### config.mk
export PLATFORM = sky130hd
export DESIGN_NAME = deserializador
export DESIGN_NICKNAME = d
export VERILOG_FILES = /design/src/rtl/deserializador_pkg.sv /design/src/rtl/deserializador_detector_coma.sv /design/src/rtl/deserializador.sv
export SDC_FILE = /design/constraint.sdc
export NUM_CORES = 1
export LEC_CHECK = 0
export ABC_AREA = 1
export ABC_CLOCK_PERIOD_IN_PS = 1320
export CAP_MARGIN = 20
export CORE_MARGIN = 2
export CORE_UTILIZATION = 49
export DETAILED_ROUTE_END_ITERATION = 16
export GPL_TIMING_DRIVEN = 0
export PLACE_DENSITY = 0.79
export SLEW_MARGIN = 25
export SYNTH_ARGS = -nofsm -noshare
export SYNTH_HDL_FRONTEND = slang
export SYNTH_SLANG_ARGS = --single-unit
### constraint.sdc
create_clock -name clkRx -period 1.32 [get_ports clkRx]
set_input_delay 0.132 -clock clkRx [delete_from_list [all_inputs] [get_ports clkRx]]
set_output_delay 0.132 -clock clkRx [all_outputs]
set_load 0.02 [all_outputs]
### src/rtl/deserializador_pkg.sv
// Shared definitions for the 8b/10b deserializer: symbol width, the two
// K28.5 comma encodings and the alignment FSM states.
package deserializador_pkg;

  localparam int unsigned SYM_W = 10;

  // K28.5 in both running disparities, bit 0 = first bit on the wire.
  localparam logic [SYM_W-1:0] COMMA_RDN = 10'h17C;
  localparam logic [SYM_W-1:0] COMMA_RDP = 10'h283;

  typedef enum logic [1:0] {
    SEARCH  = 2'd0,
    CONFIRM = 2'd1,
    LOCKED  = 2'd2
  } state_e;

endpackage

### src/rtl/deserializador_detector_coma.sv
// detector_coma: combinational K28.5 comma match on a 10-bit window.
// Ports:
//   sym_i   [9:0]  candidate symbol window
//   comma_o        high when sym_i equals either K28.5 disparity
module detector_coma
  import deserializador_pkg::*;
(
  input  logic [SYM_W-1:0] sym_i,
  output logic             comma_o
);

  assign comma_o = (sym_i == COMMA_RDN) || (sym_i == COMMA_RDP);

endmodule

### src/rtl/deserializador.sv
// deserializador: serial-to-10b deserializer with K28.5 comma alignment.
// A word boundary is declared after COMMA_COUNT commas arrive on a 10-bit
// grid; once locked, every 10th bit delivers an aligned symbol.
// Ports:
//   clkRx          receiver clock (rising edge)
//   rst            asynchronous active-high reset
//   enb            shift enable; all state holds while low
//   dataSync       serial input, already synchronous to clkRx
//   dataOut [9:0]  last aligned symbol, bit 0 = first bit received
//   validOut       one-cycle pulse when dataOut is refreshed
//   aligned        high while locked
//   errCount [7:0] saturating count of lock losses
//                  (only with DESERIALIZADOR_ERRCNT_EN defined)
module deserializador
  import deserializador_pkg::*;
#(
  parameter int unsigned COMMA_COUNT = 4
)
(
  input  logic             clkRx,
  input  logic             rst,
  input  logic             enb,
  input  logic             dataSync,
  output logic [SYM_W-1:0] dataOut,
  output logic             validOut,
  output logic             aligned
`ifdef DESERIALIZADOR_ERRCNT_EN
  ,
  output logic [7:0]       errCount
`endif
);

  localparam int unsigned CNT_W = $clog2(COMMA_COUNT + 1);

  state_e           state_q, state_d;
  logic [SYM_W-1:0] win_q;
  logic [SYM_W-1:0] nextWin;
  logic [3:0]       bitCnt_q, bitCnt_d;
  logic [CNT_W-1:0] commaCnt_q, commaCnt_d;
  logic [CNT_W-1:0] commaInc;
  logic [SYM_W-1:0] dataOut_q, dataOut_d;
  logic             validOut_q, validOut_d;
  logic             isComma;
  logic             boundary;

  assign nextWin  = {dataSync, win_q[SYM_W-1:1]};
  assign boundary = (bitCnt_q == 4'd9);
  assign commaInc = commaCnt_q + 1'b1;

  detector_coma u_detector_coma (
    .sym_i   (nextWin),
    .comma_o (isComma)
  );

  always_comb begin
    state_d    = state_q;
    bitCnt_d   = boundary ? '0 : bitCnt_q + 4'd1;
    commaCnt_d = commaCnt_q;
    dataOut_d  = dataOut_q;
    validOut_d = 1'b0;
    unique case (state_q)
      SEARCH: begin
        if (isComma) begin
          bitCnt_d   = '0;
          commaCnt_d = CNT_W'(1);
          state_d    = (COMMA_COUNT == 1) ? LOCKED : CONFIRM;
        end
      end
      CONFIRM: begin
        if (isComma) begin
          if (boundary) begin
            commaCnt_d = commaInc;
            if (commaInc == CNT_W'(COMMA_COUNT)) state_d = LOCKED;
          end else begin
            state_d    = SEARCH;
            commaCnt_d = '0;
          end
        end
      end
      LOCKED: begin
        if (boundary) begin
          dataOut_d  = nextWin;
          validOut_d = enb;
        end else if (isComma) begin
          state_d    = SEARCH;
          commaCnt_d = '0;
        end
      end
      default: state_d = SEARCH;
    endcase
  end

  // validOut is updated on every edge so it drops even while enb is low;
  // everything else only advances on enabled edges.
  always_ff @(posedge clkRx or posedge rst) begin
    if (rst) begin
      state_q    <= SEARCH;
      win_q      <= '0;
      bitCnt_q   <= '0;
      commaCnt_q <= '0;
      dataOut_q  <= '0;
      validOut_q <= 1'b0;
    end else begin
      validOut_q <= validOut_d;
      if (enb) begin
        state_q    <= state_d;
        win_q      <= nextWin;
        bitCnt_q   <= bitCnt_d;
        commaCnt_q <= commaCnt_d;
        dataOut_q  <= dataOut_d;
      end
    end
  end

  assign dataOut  = dataOut_q;
  assign validOut = validOut_q;
  assign aligned  = (state_q == LOCKED);

`ifdef DESERIALIZADOR_ERRCNT_EN
  logic [7:0] errCnt_q;

  always_ff @(posedge clkRx or posedge rst) begin
    if (rst) begin
      errCnt_q <= '0;
    end else if (enb && state_q == LOCKED && state_d == SEARCH && errCnt_q != '1) begin
      errCnt_q <= errCnt_q + 8'd1;
    end
  end

  assign errCount = errCnt_q;
`endif

endmodule

# Word-level counts from Yosys, hierarchy flattened

Index checks and enable logic that the tools add are counted.
Widths: inputs -> output; s select.

Flip-flop bits (word level): 30
Bits of input ports: 4

Reduce and logical (&&, ||, !) cells: 6
Equality and inequality tests: 11
$add $sub $neg: 2
Muxes and demuxes: 18

Operators by type and width:

| kind                 | number |
|---|---|
| $mux 3               | 5 |
| $mux 2               | 6 |
| $mux 4               | 3 |
| $reduce_and 6->1     | 2 |
| $eq 10x10->1 const B | 1 |
| $eq 10x9->1 const B  | 1 |
| $pmux 3 s3           | 1 |
| $ne 2x2->1 const B   | 3 |
| $pmux 2 s3           | 1 |
| $add 4x1->4 const B  | 1 |
| $eq 4x4->1 const B   | 1 |
| $add 3x1->3 const B  | 1 |
| $eq 3x3->1 const B   | 1 |
| $ne 3x3->1 const B   | 1 |
| $reduce_and 3->1     | 1 |
| $reduce_bool 3->1    | 1 |
| $eq 2x1->1 const B   | 1 |
| $eq 2x2->1 const B   | 1 |
| $logic_not 2->1      | 1 |
| $mux 1               | 2 |
| $ne 2x1->1 const B   | 1 |
| $logic_or 1x1->1     | 1 |

# Logic depth before layout (Yosys ltp)

Word-level depth: 6
Depth in mapped cells: 10
Depth with buffers taken out: 10

# By module

A second synthesis with hierarchy kept.

Cells, all modules: 187
Area, all modules: 1,480.2 um^2

By module, submodules not included:

| module         | instances | area an instance (um^2) | cells each |
|---|---|---|---|
| deserializador | 1         | 1,388.8                 | 164 |
| detector_coma  | 1         | 91.3                    | 23 |

# Worst setup path after synthesis

Ideal clock, no wire load.

Path kind: register to register
From: register state_q[0]
To: register commaCnt_q[0]
Period minus slack after synthesis: 1.401 ns
Arrival time: 1.284 ns
Path buffers: 0
Cell stages (with the launch flop): 10
Data required time: 1.203 ns
Path slack: -0.081 ns
Cell sequence: dfrtp_1 -> inv_1 -> ha_1 -> nor2_1 -> nand2_1 -> nand2_1 -> nor2_4 -> nand2_2 -> nand2_1 -> nand2_1

Cells in the longest elaborated chain, start to end: 3
Elaborated cells on any way between the ends: 10
Those cells by class: eq/ne: 6; mux: 1; reduce/logical: 3

Ends and longest elaborated chain:

| element                                                   | RTL line              | text |
|---|---|---|
| from (decl)                                               | deserializador.sv:35  | `state_e state_q, state_d;` |
| from (signal assigned)                                    | deserializador.sv:106 | `state_q <= state_d;` |
| $eq 2x2->1 *                                              | -                     |  |
| named net aligned                                         | deserializador.sv:26  | `output logic aligned` |
| $ne 2x2->1 (no source line), or another cell as far along | -                     |  |
| $reduce_and 6->1 (no source line)                         | -                     |  |
| to (signal assigned)                                      | deserializador.sv:109 | `commaCnt_q <= commaCnt_d;` |
| to (decl)                                                 | deserializador.sv:39  | `logic [CNT_W-1:0] commaCnt_q, commaCnt_d;` |

The timed path passes the listed nets; every way through them passes the cells marked *.
A chain may end at the register's enable or synchronous reset.

# Final worst setup path

From: register win_q[8]
To: register commaCnt_q[1]

Cells in the longest elaborated chain, start to end: 4
Elaborated cells on any way between the ends: 7
Those cells by class: eq/ne: 5; reduce/logical: 2

Ends and longest elaborated chain:

| element                                                   | RTL line                           | text |
|---|---|---|
| from (decl)                                               | deserializador.sv:36               | `logic [SYM_W-1:0] win_q;` |
| from (signal assigned)                                    | deserializador.sv:107              | `win_q <= nextWin;` |
| $eq 10x9->1 or $eq 10x10->1 (tied branches)               | deserializador_detector_coma.sv:12 | `assign comma_o = (sym_i == COMMA_RDN) \|\| (sym_i == COMMA_RDP);` |
| $logic_or 1x1->1 *                                        | deserializador_detector_coma.sv:12 |  |
| $ne 2x2->1 (no source line) or $ne 2x1->1 (tied branches) | -                                  |  |
| $reduce_and 6->1 (no source line) *                       | -                                  |  |

Every way passes the cells marked *; elsewhere a longest branch is shown, timed or not.

==> out/metrics.csv <==
metric,value,unit
place_congestion,0.825,
grt_pass1_wl,5080,um
grt_pass1_vias,1162,
fin_util,67.6,%
path_cells,inv_2 -> nand2_1 -> nor2_1 -> nand3_2 -> nand3_2 -> nand2_4 -> nor2_4 -> nand2_2 -> nand2_1 -> nand2_1,
hold_path_class,input pin to async pin,
syn_nets,186,
finalNetCount,218,
n_antenna_cell,0,
grt_usage,19.8,%
cp.buffers_inverters,1,
start_kind,register,
rsz0062_at_grt,yes,
die-area,3410,um^2
yosys_warnings,0,
fmaxAchievable,0.700,GHz
finalWorstSetupSlack,-0.109,ns
status,"complete, but fails checks",
maxSlewHeadroom,60.2,%
critical_path_arrival,1.66,ns
rrSetupSlack,-0.11,ns
period_share,108,%
wl,3160,um
ant_nets,0,
netlist_area,1450,um^2
crit_type,register to register,
timing.final.crit_period,1.43,ns
postSynthCellCount,176,
violations,negative setup slack,
ir_worst_vdd,1.39,mV
ctsLongestPathBuffers,2,
port_buffers,14,
syn-mean-instance-area,8.23,um^2
async_reset_ff_share,100,%
crit_slowest_cell,dfrtp_1,
cp.required,1.56,ns
antenna_found_initial,0,
gr-total-overflow,0,
layout-drive-gt1-share,26.3,%
drv_slew,0,
path_common_cell,nand2_1,
start_util,52.0,%
num_vias,1241,
crit_path_max_incr_delay,0.42,ns
hold_viol,0,
first_pass_iters,4,
maxCapViolations,0,
die_w,58.4,um
grt_max_degree,30,
drt_iter0_markers,60,
clock_skew,0.0142,ns
tightest_slew,0.596,ns
synthTopCellsByArea,"dfrtp_1, nand2_1, ha_1",
cts.sinks,29,
area_growth,29.9,%
cpLargestDelayFamily,simple AND/OR/NAND/NOR gates,
vias_per_cell,5.17,
ys_ff_latch,29,
yosys.area.top_type,dfrtp_1,
wl_per_cell,13.1,um
core,2780,um^2
setup_viol,8,
cts-root-buf,clkbuf_4,
pre_cts_ws,-0.266,ns
cts_tree,done,
dp_hpwl,2010,um
cts_hold_buf,0,
die_y,58.4,um
path_clk_slew,0.10,ns
end_kind,register,
drc,0,
fin_tns_setup,-0.636,ns
cp_max_fo,4,
ys_seq_area_share,50.1,%
cts_buffers,5,
power_density,1500,nW/um^2
p_leak,0.951,nW
clkLatencyLatePin,0.34,ns
ys_types,21,
row_count,19,
cts_max_level,2,
synthFlopType,dfrtp_1,
synth_top_area_share,50.1,%
pin_count,16,
synth_edf_count,0,
==> per-stage QoR <==
step	instance area, um^2	hold slack (ns)	std cells	power [W]
4_1_cts	1790	0.197	235	0.00271
2_1_floorplan	1450	0.210	176	0.00169
3_5_place_dp	1630	0.482	221	0.00185
3_3_place_gp	1630	0.472	221	0.00179
6_report	1880	0.173	240	0.00282
5_1_grt	1880	0.239	240	0.00297
==> state kept, by name, indices dropped and copies added, names as in the netlist <==
signal,count
validOut,1
commaCnt_q,3
win_q,9
bitCnt_q,4
state_q,2
dataOut,10
==> synth_stat cells, types with 2 or more instances <==
master    instances
o21ai_1          12
nor2_4            2
nand2_2           2
nand3_2           3
dfrtp_1          29
nor2_2            3
ha_1              6
nand3_1          10
clkbuf_1          3
buf_2             2
inv_1            18
nor3_1            2
nand2_1          52
xor2_1            2
nor2_1           11
o21ai_0          11
inv_2             4
==> layout by cell type (no fill, tap or decap), types with 3 or more instances in the layout <==
| master | count |
|---|---|
| buf_6 | 4 |
| nor2_1 | 9 |
| nor2_2 | 4 |
| ha_1 | 3 |
| dlygate4sd2_1 | 11 |
| o21ai_1 | 13 |
| inv_1 | 14 |
| clkbuf_4 | 5 |
| nand2_1 | 46 |
| o21ai_0 | 10 |
| clkbuf_1 | 4 |
| buf_4 | 10 |
| inv_2 | 7 |
| nor2_4 | 3 |
| nand2_2 | 8 |
| nand3_2 | 4 |
| dfrtp_1 | 29 |
| nand3_1 | 7 |
==> path summary, 6_finish.rpt <==
kind,endpoint,cells after the start,start
worst min register to register,dataOut[3],2,dataOut[3]
worst max register to register,commaCnt_q[1],10,win_q[8]
min in group clkRx,bitCnt_q[1],3,enb
worst min-delay path,dataOut[7],2,rst
max in group asynchronous,win_q[9],2,rst
worst max-delay path,commaCnt_q[1],10,win_q[8]
==> what timing repair did <==
item | in CTS | in global routing
pin swaps | 13 | 8
buffers inserted | 6 | 4
gates cloned | 0 | 1
endpoints found under the setup margin | 30 | 21
resized for setup | 34 | 13
==> metal layers <==
layer | vias up | share of wire (%) | track usage (%)
met2 | 31 | 50 | 31.9
met4 | 0 | 1.3 | 5.98
li1 | 613 | - | -
met3 | 6 | 5.5 | 6.59
met1 | 591 | 44 | 25.5
met5 | - | 0 | 0
==> logic make-up after synthesis <==
| kind of cell | count (synthesis) | share of synthesized area (%) |
|---|---|---|
| XOR/XNOR | 2 | 1.21 |
| AO/OA/AOI/OAI | 26 | 9.25 |
| AND/OR/NAND/NOR | 86 | 27.1 |
| flip-flops | 29 | 50.1 |
| adder cells (fa/ha/maj) | 6 | 5.19 |
| buffers and inverters | 27 | 7.17 |
==> worst reg2reg max path, cell delays in order, from the launching register on <==
cell and delay [ns]:
dfrtp_1 0.42, inv_2 0.07, nand2_1 0.06, nor2_1 0.12
nand3_2 0.14, nand3_2 0.13, nand2_4 0.07, nor2_4 0.14
nand2_2 0.07, nand2_1 0.07, nand2_1 0.04
==> final cells by class <==
class | count | area (um^2)
Buffer | 5 | 33.8
Sequential cell | 29 | 726
Clock inverter | 1 | 30.0
Multi-Input combinational cell | 120 | 698
Tap cell | 31 | 38.8
Clock buffer | 7 | 55.1
Inverter | 22 | 85.1
Timing Repair Buffer | 25 | 214
Fill cell | 196 | 901
==> report_power, final <==
group	internal [W]	switching (W)	total, W
clock network	0.000452	0.000320	0.000772
logic	0.000366	0.000545	0.000911
registers	0.00101	0.000123	0.00114
total	0.00183	0.000987	0.00282
Power figures use the tool's default switching activity.
